===== config.mk =====
export PLATFORM = sky130hd
export DESIGN_NAME = flex_down_timer
export DESIGN_NICKNAME = d
export VERILOG_FILES = /design/src/rtl/flex_down_timer.sv
export SDC_FILE = /design/constraint.sdc
export NUM_CORES = 1
export LEC_CHECK = 0
export BUFFER_PORTS_ARGS = -buffer_cell sky130_fd_sc_hd__buf_2
export CORE_UTILIZATION = 36
export CTS_CLUSTER_DIAMETER = 50
export DETAILED_ROUTE_END_ITERATION = 16
export PLACE_DENSITY_LB_ADDON = 0.15
export SLEW_MARGIN = 20
export SYNTH_ARGS = -nofsm -noshare
export SYNTH_HDL_FRONTEND = slang
export SYNTH_SLANG_ARGS = --single-unit

===== constraint.sdc =====
create_clock -name clk -period 4.1 [get_ports clk]
set_clock_uncertainty 0.2 [all_clocks]
set_input_delay 0.205 -clock clk [delete_from_list [all_inputs] [get_ports clk]]
set_output_delay 0.205 -clock clk [all_outputs]
set_load 0.01 [all_outputs]

===== src/rtl/flex_down_timer.sv =====
// Loadable down-counter with one-shot or auto-reload expiry.
// Emits a one-cycle expire pulse on the terminal decrement; all outputs come straight from flops.
module flex_down_timer #(
    parameter int unsigned NUM_CNT_BITS = 4
) (
    input  logic                    clk,
    input  logic                    n_rst,
    input  logic                    clear,
    input  logic                    load,
    input  logic                    count_enable,
    input  logic                    periodic,
    input  logic [NUM_CNT_BITS-1:0] load_val,
    output logic [NUM_CNT_BITS-1:0] count_out,
    output logic                    expire_flag,
    output logic                    busy
);

    localparam int unsigned CW = NUM_CNT_BITS;

    typedef enum logic [1:0] {
        IDLE = 2'd0,
        RUN  = 2'd1,
        DONE = 2'd2
    } state_e;

    state_e        state_q, state_d;
    logic [CW-1:0] count_q, count_d;
    logic [CW-1:0] reload_q, reload_d;
    logic          expire_q, expire_d;
    logic          busy_q, busy_d;

    // State and output registers
    always_ff @(posedge clk or negedge n_rst) begin
        if (!n_rst) begin
            state_q  <= IDLE;
            count_q  <= '0;
            reload_q <= '0;
            expire_q <= 1'b0;
            busy_q   <= 1'b0;
        end else begin
            state_q  <= state_d;
            count_q  <= count_d;
            reload_q <= reload_d;
            expire_q <= expire_d;
            busy_q   <= busy_d;
        end
    end

    // Next-state: clear beats load beats count_enable
    always_comb begin
        state_d  = state_q;
        count_d  = count_q;
        reload_d = reload_q;
        expire_d = 1'b0;

        if (clear) begin
            count_d = '0;
            state_d = IDLE;
        end else if (load) begin
            reload_d = load_val;
            if (load_val != '0) begin
                count_d = load_val;
                state_d = RUN;
            end else begin
                count_d = '0;
                state_d = IDLE;
            end
        end else if (state_q == RUN && count_enable) begin
            if (count_q > CW'(1)) begin
                count_d = count_q - CW'(1);
            end else if (count_q == CW'(1)) begin
                // Terminal decrement: periodic only matters here
                expire_d = 1'b1;
                if (periodic) begin
                    count_d = reload_q;
                end else begin
                    count_d = '0;
                    state_d = DONE;
                end
            end
        end

        busy_d = (state_d == RUN);
    end

    assign count_out   = count_q;
    assign expire_flag = expire_q;
    assign busy        = busy_q;

endmodule


======== Word level (Yosys, flattened, before mapping) ========
Cells that the tools add are included.
word-level totals
  output and inout bits ................... 6
  input port bits ......................... 10
  logic and storage cells ................. 36
  flip-flop bits (word level) ............. 12
cells by class
  reduce and logical (&&, ||, !) cells .... 6
  bitwise gates (word level) .............. 1
  equal/unequal tests ..................... 3
  magnitude comparators ................... 1
  $add $sub $neg .......................... 1
  muxes and demuxes ....................... 19
operators by type and width
  kind                 number
  $mux 4               7
  $mux 2               6
  $reduce_bool 4->1    2
  $mux 1               6
  $eq 2x1->1 const B   2
  $eq 4x1->1 const B   1
  $gt 4x1->1 const B   1
  $reduce_and 2->1     2
  $sub 4x1->4 const B  1
  $reduce_bool 3->1    1
  $logic_and 1x1->1    1
  $not 1->1            1

======== Longest topological paths before layout ========
  word-level depth ........................ 7
  gate-level depth with buffers ........... 6
  gate-level depth less buffers ........... 6

======== Worst setup path after synthesis ========
Ideal clock, no wire load.
  kind .................................... register -> register
  start point ............................. reg count_q[1] (netlist: count_out[1])
  end point ............................... reg count_q[2] (netlist: count_out[2])
  cell stages (with the launch flop) ...... 7
  arrival time ............................ 1815 ps
  slack ................................... 1964 ps
  data required time ...................... 3779 ps
  cells stage by stage .................... dfrtp_1 inv_1 ha_1 or4b_4 a211oi_4 nor3_1 a22o_1
between the ends
  longest elaborated chain between the ends .. 5
ends and longest elaborated chain
  what                                              line    source
  start, declared                                   27      logic [CW-1:0] count_q, count_d;
  start signal, assigned                            42      count_q <= count_d;
  $sub 4x1->4 / $gt 4x1->1 (equally long branches)  70, 69
  $mux 4                                            69      if (count_q > CW'(1)) begin
  $mux 4                                            68      end else if (state_q == RUN && count_enable) begin
  $mux 4                                            59      end else if (load) begin
  $mux 4                                            56      if (clear) begin
Parallel ways exist; a longest one is shown, timed or not. The select of a mux whose other input is x is not followed.
A chain may end at the register's enable or synchronous reset.

======== Worst setup path after layout ========
  start point ............................. reg count_q[0] (netlist: count_out[0])
  end point ............................... reg count_q[3] (netlist: count_out[3])
The elaborated chain is that of the path after synthesis.

==> key figures <==
Global routing
  – Wire length of the first global-routing pass: ~2500 um
  – Initial antenna violation count: 0
  – GRT Total Usage: 17.74%
  – Total global routing overflow: 0
  – Largest net degree at the start of global routing: 14
  – Via count of the first global-routing pass: between 500 and 600

Finish
  – Area growth from synthesis to layout: 21.86%
  – Layout cells sized above 1: around 29%
  – Area taken by multi-input logic gates: between 300 and 400 sq um
  – # nets final: about 100
  – Layout fillers: 190
  – Seq. cell area: 300.3 sq um
  – Antenna fix cells: 0

Logic synthesis
  – List of most frequent post-synthesis cells: dfrtp_1 (12), a21oi_1 (7), nand2_1 (7), inv_1 (5), nor3_1 (5)
  – Syn Area/Cell: 9.813 sq um
  – EDFF count, synth: 0
  – Syn. warnings: 0
  – Post-synthesis share of cell area spent on and, or, nand and nor gates: 22.77%
  – Net count of the mapped netlist: 82
  – Mux cell area share after synthesis: a little under 5%
  – Fraction of the mapped netlist area in adder cells: between 3 and 4%
  – Number of synthesized register bits: 12
  – Number of library cell types mapped by synthesis: 26
  – Largest area contributor in the synthesized netlist: dfrtp_1
  – Most frequent cell after synthesis: dfrtp_1
  – Largest cells by area after synthesis: dfrtp_1 (44%), a21oi_1 (5.1%), mux2_2 (4.9%), nand2_1 (3.8%), o41ai_1 (3.8%)
  – Summed instance area of the synthesized netlist: 686.9 sq um
  – Synthesized-area fraction occupied by ao, oa, aoi and oai cells: between 20% and 30%
  – Largest family of logic cells by synthesized area: simple AND/OR/NAND/NOR gates
  – Portion of the post-synthesis area used by sequential elements: between 40% and 50%
  – Most common flop cell mapped by yosys: dfrtp_1
  – Post-Synthesis Cells: 70
  – Post-synthesis async set-or-reset flop share: 100.0%
  – Area share of xor/xnor cells in the synthesized design: 0%
  – Yosys top cell area share: 43.72%

Drt
  – Routed length on met1: between 700 and 800 um
  – Via count: between 600 and 700
  – Final routed wire length divided by cell count: 13.32 um
  – Routed Wire Length: between 1500 and 2000 um
  – Wire length on met2: a little over 700 um
  – DRC violation count after routing: 0
  – Highest routing layer actually used: met4
  – Metal3 WL: approximately 64 um
  – Post-DR vias/cell: about 5.4
  – Antenna violation net count after detailed routing: 0
  – First-pass iteration count of the detailed router: 4
  – Drt first-iter violations: 16

Setup path
  – CP Max Fanout: 7
  – Worst Setup Start Kind: flip-flop
  – Register-to-Register Path Depth: 5
  – Arrival time of data at the critical path endpoint: 2.20 ns
  – Worst Path Required: just over 4 ns
  – Element type at the critical path end: flip-flop
  – Type of the worst setup path: reg -> reg

STA
  – Count of endpoints failing setup in the final report: 0
  – Achievable clock frequency: about 0.44 GHz
  – Unrepaired setup endpoints after global routing: false
  – Pins over their slew limit: 0
  – Post-layout min period: ~2.3 ns
  – Slew of the pin with the lowest slew margin: between 0.4 and 0.5 ns
  – Setup TNS: 0 ns
  – Final Hold Vio Count: 0
  – Max_slew headroom: around 70%
  – Share of the clock period used by the worst path: a little under three fifths
  – Final Hold Slack: roughly 0.027 ns

CTS
  – Number of gates resized after cts: 0
  – Total CTS buffers: 3
  – Cell at the root of the clock tree: clkbuf_4
  – Clock tree from TritonCTS: yes
  – Number of buffers added for setup after CTS: 0
  – Buffers from clock root to sink, at most: 2
  – Clock sink count: 12
  – Number of H-tree branching levels: 1
  – Clk slew on worst S/H paths: 0.08 ns
  – Clock network latency to the later pin of the worst-skew pair: 0.27 ns

Power
  – Power density of the placed cells: between 300 and 400 nW/um^2
  – Sum of internal, switching and leakage power: about 290 uW
  – Leakage power: roughly 0.39 nW
  – Worst vdd rail ir drop: 181.7 uV

Floorplan
  – Starting density of the core: about two fifths
  – Count of boundary I/O pins: 16
  – Width of the chip: approximately 46 um
  – Number of core rows: 15
  – Core ar.: 1764 sq um
  – Area of the die: about 2100 sq um
  – Height of the die: between 40 and 50 um

Place
  – Final HPWL DP: roughly 1100 um
  – Port buffer count: 15
  – Routability Congestion: 0.8420

Run
  – Max-Cap Viols: 0

Hold path
  – Hold path depth: 2
  – Hold WC Path Type: in -> reg

Status
  – Run status: completed
timing repair:
item | in CTS | in global routing
hold endpoints to repair | 14 | 0
hold buffers | 3 | 0
setup endpoints to repair | 0 | 0
path summary, 6_finish.rpt:
kind | startpoint | end | slack [ns]
max | count_out[0] | count_out[3] | 1.84
min | load_val[2] | reload_q[2] | 0.03
max reg2reg | count_out[0] | count_out[3] | 1.84
min reg2reg | reload_q[3] | reload_q[3] | 0.28
max in group asynchronous | n_rst | reload_q[2] | 3.33
min in group asynchronous | n_rst | count_out[2] | 0.15
power breakdown:
part	leakage (nW)	switching [mW]	internal [mW]	total, mW
clock	0.0138	0.0384	0.0340	0.0724
combinational	0.222	0.0416	0.0354	0.0770
sequential	0.152	0.0102	0.130	0.140
total	0.389	0.0902	0.199	0.290
cell usage in the layout, fill, tap and decap left out, types with 2 or more instances in the layout:
master / synthesis / layout
a21oi_1: 7 / 7
and3b_1: 2 / 2
and4_1: 2 / 2
buf_2: 1 / 15
clkbuf_4: 0 / 3
dfrtp_1: 12 / 12
dlygate4sd3_1: 0 / 3
ha_1: 2 / 2
inv_1: 5 / 5
mux2_2: 3 / 3
nand2_1: 7 / 7
nor2_1: 2 / 2
nor2b_1: 4 / 4
nor3_1: 5 / 5
o31ai_1: 2 / 2
o41ai_1: 3 / 3
or2_2: 2 / 2
worst max-delay path, cell delays in order (launching register included):
cell,delay [ns]
dfrtp_1,0.45
ha_1,0.29
or4b_4,0.51
a211oi_4,0.40
a221o_2,0.23
a41oi_1,0.04
layout make-up:
| class | count | area share [%] |
|---|---|---|
| Multi-Input combinational cell | 51 | 42.90 |
| Sequential cell | 12 | 35.87 |
| Timing Repair Buffer | 18 | 12.56 |
| Tap cell | 25 | 3.737 |
| Clock buffer | 3 | 2.691 |
| Inverter | 5 | 2.242 |
state kept, by name, summed over array words and instances, names as in the netlist:
register,cells
reload_q,4
count_out,4
busy,1
expire_flag,1
state_q,2
logic make-up (layout without fill, tap and decap cells):
| group | count (synthesis) | after routing |
|---|---|---|
| AOI/OAI and AO/OA | 19 | 19 |
| buffers and inverters | 7 | 26 |
| DFF | 12 | 12 |
| muxes | 3 | 3 |
| adders and majority gates | 2 | 2 |
| and+or+nand+nor | 27 | 27 |
stage by stage:
stage / area (sq um) / setup WS, ns / std cells / utilization (%)
after CTS: 837.1 / 1.859 / 114 / 47.45
after floorplan: 686.9 / 1.964 / 70 / -
after detailed placement: 784.5 / 1.886 / 108 / 44.47
final: 837.1 / 1.836 / 114 / 47.45
after global placement: 784.5 / 1.892 / 108 / 44.47
after global routing: 837.1 / 1.755 / 114 / 47.45
metal layers:
layer / up-vias / GRT usage (%)
met2: 20 / 26.00
met3: 4 / 5.952
met1: 295 / 23.02
met4: 0 / 9.091
li1: 300 / -
met5: - / 0
Note: power is estimated with default switching activity, not from simulation.
